**src/rtl/instr_fetch_unit_pkg.sv**
```systemverilog
// Shared fetch-unit definitions: fetch state encoding, reset PC default,
// instruction size and the PC alignment helper.
package instr_fetch_unit_pkg;

    typedef enum logic [1:0] {
        FETCH = 2'd0,
        HOLD  = 2'd1,
        FAULT = 2'd2
    } fetch_state_t;

    localparam logic [63:0] DEFAULT_RESET_PC = 64'h0;
    localparam int unsigned INSTR_BYTES      = 4;
    localparam int unsigned ALIGN_BITS       = $clog2(INSTR_BYTES);

    // A PC is misaligned when any byte-offset bit inside an instruction is set
    function automatic logic pc_misaligned(input logic [63:0] pc);
        return |pc[ALIGN_BITS-1:0];
    endfunction

endpackage

```
**src/rtl/instr_fetch_unit_pc_register.sv**
```systemverilog
// Architectural PC register: async active-high reset to RESET_VAL,
// loads d when load is asserted, otherwise holds.
module pc_register #(
    parameter int unsigned         W         = 64,
    parameter logic [W-1:0]        RESET_VAL = '0
) (
    input  logic         clk,
    input  logic         rst,
    input  logic         load,
    input  logic [W-1:0] d,
    output logic [W-1:0] q
);

    // PC storage with load enable
    always_ff @(posedge clk or posedge rst) begin
        if (rst) begin
            q <= RESET_VAL;
        end else if (load) begin
            q <= d;
        end
    end

endmodule

```
**src/rtl/instr_fetch_unit.sv**
```systemverilog
// Instruction fetch unit: owns the PC, fetches one instruction per step over
// a req/ack memory handshake, presents it to decode with valid/ready, and
// takes the next PC verbatim from the next-PC logic on accept. A misaligned
// next PC parks the unit in a sticky fault state until reset.
module instr_fetch_unit
    import instr_fetch_unit_pkg::*;
#(
    parameter logic [63:0] RESET_PC = DEFAULT_RESET_PC,
    parameter int unsigned INSTR_W  = 32
) (
    input  logic               CLK,
    input  logic               Reset,
    input  logic [63:0]        NextPC,
    input  logic               InstrReady,
    input  logic               ImemAck,
    input  logic [INSTR_W-1:0] ImemData,
    output logic               ImemReq,
    output logic [63:0]        ImemAddr,
    output logic [63:0]        CurrentPC,
    output logic [INSTR_W-1:0] Instruction,
    output logic               InstrValid,
    output logic               Fault,
    output logic [63:0]        RetiredCount
);

    fetch_state_t state;
    fetch_state_t state_next;
    logic [63:0]  pc_q;
    logic         fetch_done;
    logic         accept;

    // Handshake qualifiers: acks only count while fetching, ready only while holding
    assign fetch_done = (state == FETCH) && ImemAck;
    assign accept     = (state == HOLD) && InstrReady;

    pc_register #(
        .W         (64),
        .RESET_VAL (RESET_PC)
    ) u_pc (
        .clk  (CLK),
        .rst  (Reset),
        .load (accept),
        .d    (NextPC),
        .q    (pc_q)
    );

    // State register
    always_ff @(posedge CLK or posedge Reset) begin
        if (Reset) begin
            state <= FETCH;
        end else begin
            state <= state_next;
        end
    end

    // Next-state logic
    always_comb begin
        state_next = state;
        unique case (state)
            FETCH: if (ImemAck) state_next = HOLD;
            HOLD: begin
                if (InstrReady) begin
                    state_next = pc_misaligned(NextPC) ? FAULT : FETCH;
                end
            end
            FAULT:   state_next = FAULT;
            default: state_next = FETCH;
        endcase
    end

    // Outputs decoded from state only, so no input-to-output combinational path
    always_comb begin
        ImemReq    = (state == FETCH);
        InstrValid = (state == HOLD);
        Fault      = (state == FAULT);
        ImemAddr   = pc_q;
        CurrentPC  = pc_q;
    end

    // Capture the returned instruction word when the fetch completes
    always_ff @(posedge CLK or posedge Reset) begin
        if (Reset) begin
            Instruction <= '0;
        end else if (fetch_done) begin
            Instruction <= ImemData;
        end
    end

    // Count accepted instructions, wrapping at 64 bits
    always_ff @(posedge CLK or posedge Reset) begin
        if (Reset) begin
            RetiredCount <= '0;
        end else if (accept) begin
            RetiredCount <= RetiredCount + 64'd1;
        end
    end

endmodule

```
**config.mk**
```make
export PLATFORM = sky130hd
export DESIGN_NAME = instr_fetch_unit
export DESIGN_NICKNAME = d
export VERILOG_FILES = /design/src/rtl/instr_fetch_unit_pkg.sv /design/src/rtl/instr_fetch_unit_pc_register.sv /design/src/rtl/instr_fetch_unit.sv
export SDC_FILE = /design/constraint.sdc
export NUM_CORES = 1
export LEC_CHECK = 0
export BUFFER_PORTS_ARGS = -buffer_cell sky130_fd_sc_hd__buf_2
export CAP_MARGIN = 20
export CORE_AREA = 10 10 141 143
export DETAILED_ROUTE_END_ITERATION = 10
export DIE_AREA = 0 0 151 153
export PLACE_DENSITY = 0.73
export SYNTH_ARGS = -nofsm -noshare
export SYNTH_HDL_FRONTEND = slang
export SYNTH_SLANG_ARGS = --single-unit
```
**constraint.sdc**
```tcl
create_clock -name CLK -period 5.1 [get_ports CLK]
set_input_delay 0.765 -clock CLK [delete_from_list [all_inputs] [get_ports CLK]]
set_output_delay 0.765 -clock CLK [all_outputs]
set_load 0.03 [all_outputs]
```
* Word-level counts from Yosys, hierarchy flattened *
Index checks and enable logic that the tools add are counted.

cells by class
  eq/ne operators = 4
  reductions and logical operators = 5
  add/sub/neg operators = 1
  mux-type cells = 4

operator list
  kind                                                  count
  adder 64 x 1 -> 64 bit (second input constant)        1
  2-to-1 mux 2 bit                                      3
  one-hot mux 2 bit (3 select lines)                    1
  inequality test 2 bit (second input constant)         2
  equality test 2 x 1 -> 1 bit (second input constant)  1
  equality test 2 bit (second input constant)           1
  logical AND 1 bit                                     2
  logical NOT 2 bit                                     1
  AND reduction 2 bit                                   1
  OR reduction 2 bit                                    1

word-level totals
  output and inout port bits = 227
  register bits after elaboration = 162
  logic and storage cells = 18
  bits of input ports = 100

* Longest topological paths before layout *
  depth in word-level cells = 4
  gate-level depth with buffers = 6
  gate-level depth less buffers = 6

* Modules after synthesis *
A second synthesis with hierarchy kept.

second synthesis, totals
  cells, all modules = 565
  area, all modules = 7516.0 µm²

modules (own cells, without submodules)
  module            times used  area an instance (µm²)  cells each
  instr_fetch_unit  1           4833.4                  429
  pc_register       1           2682.6                  136

* Least setup slack after synthesis *
Ideal clock, no wire load.

  path type = flip-flop to flip-flop
  from = register RetiredCount[39]
  to = register RetiredCount[61]
  path slack = 2.667 ns
  period minus slack after synthesis = 2.433 ns
  data arrival time = 2.352 ns
  required time = 5.020 ns
  stages on the path, launching flop included = 7
  path through = dfrtp_1 -> nand4_2 -> or4_1 -> buf_2 -> or4b_4 -> nor3_2 -> xor2_1

on the way
  cells in the longest elaborated chain, start to end = 1

ends and longest elaborated chain
  what                      RTL line                text
  start: declaration        instr_fetch_unit.sv:23  output logic [63:0] RetiredCount
  start signal: assignment  instr_fetch_unit.sv:94  RetiredCount <= RetiredCount + 64'd1;
  adder 64 x 1 -> 64 bit    instr_fetch_unit.sv:94

Every way passes these cells.
A chain may end at the register's enable or synchronous reset.

* Worst setup path after layout *
  from = register RetiredCount[39]
  to = register RetiredCount[63]

Same word-level chain as after synthesis.

==> out/qor.csv <==
metric,value,unit
Setup Skew,0.00688,ns
count of final hold-check violations,0,
top_reg_cell synth,dfrtp_1,
final critical-path setup slack,2.62,ns
clock group share of total power,21.7,%
final antenna-violating net count,0,
CP required,5.44,ns
First-pass DRT Iterations,4,
max cap viols,0,
CTS buffer count,17,
fmax,404,MHz
Synth area leader,dfrtp_1,
fraction of layout cells with a size suffix above 1,41.8,%
max-slew violation count,0,
Switching Fraction,47.0,%
chip width,151,um
area growth from synthesis to layout,28.0,%
# clock sinks,162,
Gate power share,45.2,%
Wirelength per Cell,18.4,um
total power,5.97,mW
min-delay src,RetiredCount[63],
startpoint types,register,
Iter 0 DRT Violations,231,
CTS resizes,0,
Final Critical Period,2.48,ns
hold worst-path end,RetiredCount[63],
CP arrival,2.82,ns
vias,5861,
class of the most critical setup path,register to register,
CP max FO,8,
Top Ports,327,
worst-margin pin slew,0.877,ns
Post-synth EDFFs,0,
top cell type's share of synthesized area,56.6,%
Remaining DRCs,0,
core region area,17100,sq um
Internal Power,3.16,mW
Root Driver,clkbuf_16,
Syn Nets,804,
GRT overflow,0,
first-pass GRT wire length,34200,um
hold buffers post-CTS,0,
register cell area after layout,4050,sq um
FF-to-FF End,RetiredCount[63],
worst-skew pair later-pin latency,0.42,ns
post-synthesis instance total,703,
Post-Route WL,22200,um
Via density,4.85,
mapped cell area,7170,sq um
"Reg clk slew, reported paths",0.06,ns
sequential power share,33.1,%
post-synthesis sequential area ratio,56.6,%
ys async rst share,100,%
die area,23100,sq um
hpwl dp,17600,um
"Setup Fix Bufs, Post-CTS",0,
Psw,2.81,mW
synth unique cells,32,
slew margin rel.,41.4,%
Post-Syn Area per Cell,10.2,sq um
TritonCTS clock tree,done,
VDD IR-drop max,0.573,mV
multi-input logic area,2530,sq um
Port Buffers,326,
final setup fails,0,
RSZ-0062 raised after global routing,false,
Worst R2R Start,RetiredCount[39],
top cell types by occurrence after synthesis,"nand2_1 (221), dfrtp_1 (162), buf_4 (64)",
R2R depth,5,
Total GRT Usage,19.1,%
TNS Setup,0,ns
Worst setup EP type,register,
Max clock buf depth,2,
initial antenna violation count,2,
"Period Utilization, post-route",48.6,%
synth warn,0,
Die Height,153,um
DP Worst Slack,2.30,ns
RD Place Congestion,0.852,
WHS,0.470,ns
top-count cell post-synth,nand2_1,
PD cells,651,nW/um^2
largest cells by area after synthesis,"dfrtp_1 (57%), nand2_1 (12%), buf_4 (6.7%), mux2_2 (5.0%), xor2_1 (4.2%)",
vias in the first global route,5980,
status,"finished, final reports clean",
Static Leak,5.06,nW
NumNets Final,1070,
row count,48,
H-Tree Depth,4,
largest net degree at the start of global routing,71,
hold crit path type,register to register,
Cells on Worst Hold Path,1,
Initial Util,42.0,%
"FF+latch count, synth",162,
Fill cells,1546,
Reg2Reg Setup Slack,2.62,ns
[layout make-up]
type / instances / share of cell area, %
flip-flops and latches: 162 / 44.2
multi-input cells: 449 / 27.6
repair buffers: 332 / 18.3
clock buffers: 19 / 4.94
well taps: 225 / 3.07
clock inverters: 13 / 1.62
inverters: 7 / 0.327
diodes: 1 / 0.0273
[worst max-delay path by stage]
stage                          start          endpoint  slack, ns  cells past startpoint
CTS                 RetiredCount[39]  RetiredCount[63]       2.62                      5
global placement          InstrReady  RetiredCount[58]       2.35                      6
finish              RetiredCount[39]  RetiredCount[63]       2.62                      5
floorplan                      Reset    Instruction[0]       2.28                      1
global route         RetiredCount[3]  RetiredCount[41]       2.44                      5
detailed placement        InstrReady  RetiredCount[41]       2.30                      6
[worst max-delay path, cell delays in order (launching register included)]
cell and delay (ns):
dfrtp_1 0.44, nand4_2 0.19, or4_1 0.72, or4b_4 0.64, nor3_2 0.23, xor2_1 0.18
[layer usage]
| layer | up-vias | share of wire (%) | global-route usage, % |
|---|---|---|---|
| met5 | - | 0 | 0 |
| met4 | 0 | 1.5 | 5.87 |
| met3 | 21 | 7.8 | 6.52 |
| met2 | 218 | 51 | 31.9 |
| met1 | 2854 | 39 | 22.5 |
| li1 | 2768 | - | - |
[cell usage in the layout (no fill, tap or decap), drive strengths merged, types with 3 or more instances in the layout]
cell,count
nand2,221
xor2,34
mux2,32
clkbuf,19
and4,4
nand3,25
xnor2,29
nor3,17
buf,332
nand4,26
and2,3
clkinvlp,6
and3,5
nor2,28
or4,5
or2,3
inv,10
nor4,8
dfrtp,162
[state kept, by name, indices dropped and copies added (netlist names)]
| register | flops |
|---|---|
| Instruction | 32 |
| RetiredCount | 64 |
| u_pc.q | 64 |
| state | 2 |
[power by group through the flow]
stage | Clock [mW] | Combinational [mW] | Sequential (mW)
2_1_floorplan | 0 | 1.39 | 2.71
3_5_place_dp | 0 | 2.75 | 1.99
6_report | 1.29 | 2.70 | 1.98
5_1_grt | 1.38 | 2.87 | 2.03
4_1_cts | 1.32 | 2.75 | 1.98
3_3_place_gp | 0 | 2.72 | 1.98
[logic make-up after synthesis]
family / Yosys count / synth area share [%]
adder cells (fa/ha/maj): 1 / 0.175
flip-flops: 162 / 56.6
multiplexers: 32 / 5.03
buffers and inverters: 92 / 8.19
XOR/XNOR: 63 / 7.70
AND/OR/NAND/NOR: 351 / 22.2
AO/OA/AOI/OAI: 2 / 0.210
[stage by stage]
stage / instances / area, sq um / utilization [%]
2_1_floorplan: 703 / 7170 / -
3_3_place_gp: 1175 / 8570 / 50.2
3_5_place_dp: 1175 / 8570 / 50.2
4_1_cts: 1207 / 9170 / 53.8
5_1_grt: 1208 / 9180 / 53.8
6_report: 1208 / 9180 / 53.8
Power figures use the tool's default switching activity.
